--- src/rtl/restador_flotante_secuencial.sv ---
// restador_flotante_secuencial
// Multi-cycle floating-point subtractor, s = a - b. The sign of b is inverted
// on capture, so the datapath is an adder of signed magnitudes. Alignment and
// normalisation shift one bit per clock. Rounding is truncation.
// Ports:
//   clk, rst_n     clock (rising edge), asynchronous active-low reset
//   start          request, sampled only while idle
//   a, b           operands {sign, exp, man}
//   s              registered result, held until the next done
//   busy           high in every state except idle
//   done           one-cycle pulse when s and exp_out are valid
//   exp_out        overflow flag for the result in s
module restador_flotante_secuencial #(
  parameter int EXP_W = 8,
  parameter int MAN_W = 23
) (
  input  logic                   clk,
  input  logic                   rst_n,
  input  logic                   start,
  input  logic [EXP_W+MAN_W:0]   a,
  input  logic [EXP_W+MAN_W:0]   b,
  output logic [EXP_W+MAN_W:0]   s,
  output logic                   busy,
  output logic                   done,
  output logic                   exp_out
);

  localparam int W  = 1 + EXP_W + MAN_W;
  localparam int DW = $clog2(MAN_W + 3);
  localparam logic [EXP_W-1:0] EXP_MAX = {EXP_W{1'b1}};
  localparam logic [EXP_W-1:0] SAT_E   = EXP_W'(MAN_W + 2);

  typedef enum logic [2:0] {
    IDLE, LOAD, ALIGN, OPERATE, NORMALIZE, DONE
  } state_t;

  state_t             state_q, state_d;
  logic [W-1:0]       a_q, a_d, b_q, b_d;
  logic               sx_q, sx_d, sy_q, sy_d;
  logic [EXP_W-1:0]   ex_q, ex_d, ey_q, ey_d;
  logic [MAN_W:0]     mx_q, mx_d, my_q, my_d;
  logic [DW-1:0]      d_q, d_d;
  logic [MAN_W+1:0]   r_q, r_d;
  logic [W-1:0]       s_q, s_d;
  logic               ov_q, ov_d;

  // Operand decode: a zero exponent means the value is zero.
  logic [EXP_W-1:0]   ea, eb, diff;
  logic [MAN_W:0]     siga, sigb;
  logic               a_ge_b;

  assign ea   = a_q[W-2:MAN_W];
  assign eb   = b_q[W-2:MAN_W];
  assign siga = (ea == '0) ? '0 : {1'b1, a_q[MAN_W-1:0]};
  assign sigb = (eb == '0) ? '0 : {1'b1, b_q[MAN_W-1:0]};
  // Ties keep a as X; the difference is then zero either way.
  assign a_ge_b = (ea > eb) || ((ea == eb) && (siga >= sigb));
  assign diff   = a_ge_b ? (ea - eb) : (eb - ea);

  always_ff @(posedge clk or negedge rst_n) begin
    if (!rst_n) begin
      state_q <= IDLE;
      a_q     <= '0;
      b_q     <= '0;
      sx_q    <= 1'b0;
      sy_q    <= 1'b0;
      ex_q    <= '0;
      ey_q    <= '0;
      mx_q    <= '0;
      my_q    <= '0;
      d_q     <= '0;
      r_q     <= '0;
      s_q     <= '0;
      ov_q    <= 1'b0;
    end else begin
      state_q <= state_d;
      a_q     <= a_d;
      b_q     <= b_d;
      sx_q    <= sx_d;
      sy_q    <= sy_d;
      ex_q    <= ex_d;
      ey_q    <= ey_d;
      mx_q    <= mx_d;
      my_q    <= my_d;
      d_q     <= d_d;
      r_q     <= r_d;
      s_q     <= s_d;
      ov_q    <= ov_d;
    end
  end

  always_comb begin
    state_d = state_q;
    a_d     = a_q;
    b_d     = b_q;
    sx_d    = sx_q;
    sy_d    = sy_q;
    ex_d    = ex_q;
    ey_d    = ey_q;
    mx_d    = mx_q;
    my_d    = my_q;
    d_d     = d_q;
    r_d     = r_q;
    s_d     = s_q;
    ov_d    = ov_q;

    unique case (state_q)
      IDLE: begin
        if (start) begin
          a_d     = a;
          b_d     = {~b[W-1], b[W-2:0]};
          state_d = LOAD;
        end
      end

      LOAD: begin
        if (a_ge_b) begin
          sx_d = a_q[W-1]; ex_d = ea; mx_d = siga;
          sy_d = b_q[W-1]; ey_d = eb; my_d = sigb;
        end else begin
          sx_d = b_q[W-1]; ex_d = eb; mx_d = sigb;
          sy_d = a_q[W-1]; ey_d = ea; my_d = siga;
        end
        // Beyond MAN_W+2 shifts Y is already zero, so cap the shift count.
        d_d     = (diff > SAT_E) ? DW'(MAN_W + 2) : DW'(diff);
        state_d = (diff != '0) ? ALIGN : OPERATE;
      end

      ALIGN: begin
        my_d = my_q >> 1;
        ey_d = ey_q + 1'b1;
        d_d  = d_q - 1'b1;
        if (d_q == DW'(1)) state_d = OPERATE;
      end

      OPERATE: begin
        // X has the larger magnitude, so the difference never goes negative.
        if (sx_q == sy_q) r_d = {1'b0, mx_q} + {1'b0, my_q};
        else              r_d = {1'b0, mx_q} - {1'b0, my_q};
        state_d = NORMALIZE;
      end

      NORMALIZE: begin
        // Exponent bounds are checked before shifting, so E never wraps.
        if (r_q == '0) begin
          s_d = '0; ov_d = 1'b0; state_d = DONE;
        end else if (ex_q == EXP_MAX) begin
          s_d = {sx_q, EXP_MAX, {MAN_W{1'b0}}}; ov_d = 1'b1; state_d = DONE;
        end else if (ex_q == '0) begin
          s_d = '0; ov_d = 1'b0; state_d = DONE;
        end else if (r_q[MAN_W+1]) begin
          r_d  = r_q >> 1;
          ex_d = ex_q + 1'b1;
        end else if (!r_q[MAN_W]) begin
          r_d  = r_q << 1;
          ex_d = ex_q - 1'b1;
        end else begin
          s_d = {sx_q, ex_q, r_q[MAN_W-1:0]}; ov_d = 1'b0; state_d = DONE;
        end
      end

      DONE:    state_d = IDLE;
      default: state_d = IDLE;
    endcase
  end

  assign s       = s_q;
  assign exp_out = ov_q;
  assign done    = (state_q == DONE);
  assign busy    = (state_q != IDLE);

endmodule

--- config.mk ---
export PLATFORM = sky130hd
export DESIGN_NAME = restador_flotante_secuencial
export DESIGN_NICKNAME = d
export VERILOG_FILES = /design/src/rtl/restador_flotante_secuencial.sv
export SDC_FILE = /design/constraint.sdc
export NUM_CORES = 1
export LEC_CHECK = 0
export ABC_AREA = 1
export BUFFER_PORTS_ARGS = -buffer_cell sky130_fd_sc_hd__buf_2
export CORE_UTILIZATION = 50
export CTS_BUF_LIST = sky130_fd_sc_hd__clkbuf_8
export DETAILED_ROUTE_END_ITERATION = 16
export HOLD_SLACK_MARGIN = 0.03
export PLACE_DENSITY = 0.75
export SYNTH_ARGS = -nofsm -noshare
export SYNTH_HDL_FRONTEND = slang
export SYNTH_SLANG_ARGS = --single-unit
--- constraint.sdc ---
create_clock -name clk -period 3.7 [get_ports clk]
set_input_delay 0.74 -clock clk [delete_from_list [all_inputs] [get_ports clk]]
set_output_delay 0.74 -clock clk [all_outputs]
set_load 0.02 [all_outputs]
==> reports/metrics.csv <==
stage;metric;value;unit
global_routing;first_global_vias;10270;
final_layout;num-nets-final;1774;
synthesis;ys_warn_count;0;
clock_tree;h-tree-depth;4;
sta;setup_viol;0;
status;status;finished, final reports clean;
routing;dr.pass1.iters;5;
die;dieArea;24910;µm²
critical_path;crit_buf_inv;1;
place;dpl_cell_area;13000;µm²
final_layout;drive_gt1_frac;0.1429;
die;chipHeight;157.8;µm
clock_tree;numCtsBuffers;17;
synthesis;ys_ff_latch;188;
die;die_w;157.8;µm
hold_path;hold_path_class;in -> async;
clock_tree;clock_latency;500;ps
global_routing;grt_pass1_wl;51060;µm
routing;routed_wl;31050;µm
routing;ant_nets;0;
clock_tree;ctsHoldBuffers;0;
global_routing;grt_usage;0.2588;
synthesis;yosys-top-cells-area;dfrtp_1 (39%), nand2_1 (9.6%), ha_1 (7.4%), nor2_1 (5.4%), inv_1 (4.8%);
place;place_hpwl;23070;µm
critical_path;end_kind;flip-flop;
sta;skew;22.82;ps
sta;fin_crit_sh;0.9241;
routing;vias;10930;
synthesis;synth_nets;1690;
critical_path;start_kind;flip-flop;
critical_path;critPathSlowestCell;dfrtp_1;
clock_tree;clock-sinks;188;
critical_path;path_common_cell;a21oi_1;
synthesis;synth_largest_area_cell;dfrtp_1;
sta;max_slew_margin;0.4385;
final_layout;n_antenna_cell;0;
die;start_util;0.5143;
critical_path;arrival;3850;ps
global_routing;antenna_found_initial;0;
routing;wl_per_cell;15.82;µm
critical_path;path_cells;inv_1, ha_1, nand3_1, nor2_1, nand4_1, nor4_4, or2_2, xor2_1, ha_1, a21oi_1, o21ai_0, a211oi_1, o211ai_1, a21oi_1, o21ai_0, a21oi_1;
synthesis;synth_top_cell_area_share;0.3874;
final_layout;fin_area;13610;µm²
synthesis;synth_ff_type;dfrtp_1;
die;ios;102;
global_routing;overflow;0;
synthesis;post-synth-top-count-cell;nand2_1;
routing;drt_iter0_drc;842;
die;core-area;23610;µm²
place;place.gp.congestion;0.9251;
critical_path;r2r-start;my_q[1];
critical_path;crit_type;reg -> reg;
synthesis;syn_avg_cell_area;7.849;µm²
global_routing;grt_max_degree;87;
sta;slew_viol_final;0;
sta;finalHoldViolCount;0;
synthesis;async_reset_ff_frac;1.000;
job;drv_cap;0;
synthesis;synth_area;12140;µm²
sta;rsz0062_at_grt;no;
routing;viasPerCell;5.567;
place;portBuffers;101;
critical_path;cp_data_required_time;4130;ps
critical_path;cpLargestDelayFamily;compound AO/OA/AOI/OAI gates;
critical_path;crit-reg2reg-capture;r_q[21];
sta;clock.fmax;0.2925;GHz
synthesis;yosysSeqAreaShare;0.3874;
clock_tree;cts_buffer_depth;2;
synthesis;yosys.cell_types.count;50;
clock_tree;clockRootBuffer;clkbuf_8;
synthesis;synth-edff-count;0;
sta;fin_crit;3419;ps
critical_path;rrSetupSlack;280;ps
clock_tree;cts_tree;built;
final_layout;area_delta_synth_final;12.07;%
critical_path;crit_path_max_incr_delay;410;ps
synthesis;synthTopCellsByCount;nand2_1 (310), dfrtp_1 (188), nor2_1 (174), inv_1 (155), o21ai_0 (105);
critical_path;cp_max_fo;4;
clock_tree;clk_pin_slew;130;ps
die;fp-row-count;56;
sta;tightest_slew;842.3;ps
routing;drc_errors;0;
synthesis;syn_inst;1547;
critical_path;reg2regPathDepth;16;
[worst max path at each step]
| stage | start | slack (ps) | to | cells past startpoint |
|---|---|---|---|---|
| floorplan | sy_q | 560 | r_q[17] | 13 |
| global placement | b_q[24] | 100 | d_q[0] | 22 |
| detailed placement | b_q[24] | -20 | d_q[0] | 22 |
| CTS | my_q[1] | 80 | r_q[23] | 18 |
| global route | b_q[24] | 10 | d_q[2] | 24 |
| finish | my_q[1] | 280 | r_q[21] | 16 |
[stage by stage]
step                  util  hold WS [ps]  instances  TNS, ps  setup slack [ps]
finish              0.5763         265.7       1963        0             280.8
global route        0.5763         316.2       1963        0             13.21
CTS                 0.5699         297.5       1959        0             84.62
detailed placement  0.5503         464.8       1925   -35.35            -23.54
global placement    0.5503         458.7       1925        0             102.0
floorplan                -         444.4       1547        0             557.0
[worst register-to-register path, stage by stage (launching register included)]
cell and delay (ps):
dfrtp_1 410, inv_1 100, ha_1 180, nand3_1 140
nor2_1 140, nand4_1 210, nor4_4 220, or2_2 170
xor2_1 160, ha_1 310, a21oi_1 310, o21ai_0 180
a211oi_1 300, o211ai_1 160, a21oi_1 140, o21ai_0 110
a21oi_1 150
[per-layer routing]
layer  vias up  GRT usage  routed length (µm)
met4         0    0.05871                 336
met3        27    0.04079                1911
met5         -          0                   0
li1       5427          -                   -
met1      5093     0.3742               14910
met2       382     0.4053               13900
[kinds of logic after synthesis]
logic type	after synthesis	share of synthesized area
xor+xnor	50	0.03606
buf+inv	227	0.07470
fa+ha+maj	76	0.08078
simple gates	598	0.2061
compound gates	385	0.1936
flops	188	0.3874
mux	23	0.02133
[what timing repair did]
action,4_1_cts,5_1_grt
buffers inserted,1,4
pin swaps,0,2
setup endpoints to repair,17,59
resized for setup,3,27
cloned,1,0
[registers in the layout, indices dropped and copies added, names as in the netlist]
name and cells:
exp_out 1, r_q 25, my_q 24, b_q 32
sx_q 1, sy_q 1, mx_q 24, s 32
state_q 3, a_q 32, ex_q 8, d_q 5
[cell type report]
type	instances	area, µm²
tap	319	399.1
sequential	188	4706
clock buffer	17	234.0
fill	2219	10000
timing repair inverter	1	7.507
multi-input combinational	1132	6655
inverter	161	610.6
timing repair buffer	130	789.5
clock inverter	15	206.4
[layout by cell type (no fill, tap or decap), types with 24 or more instances in the layout]
| cell | count |
|---|---|
| nand2_1 | 309 |
| dfrtp_1 | 187 |
| nor2_1 | 167 |
| inv_1 | 152 |
| o21ai_0 | 104 |
| a21oi_1 | 102 |
| buf_2 | 100 |
| ha_1 | 71 |
| nand3_1 | 48 |
| xor2_1 | 34 |
| o221ai_1 | 32 |
| o21a_1 | 27 |
| a31oi_1 | 25 |
| buf_4 | 24 |
Power is left out: the tool's default activity adds up to more than one toggle a clock period on the data nets, which glitch-free logic cannot reach.
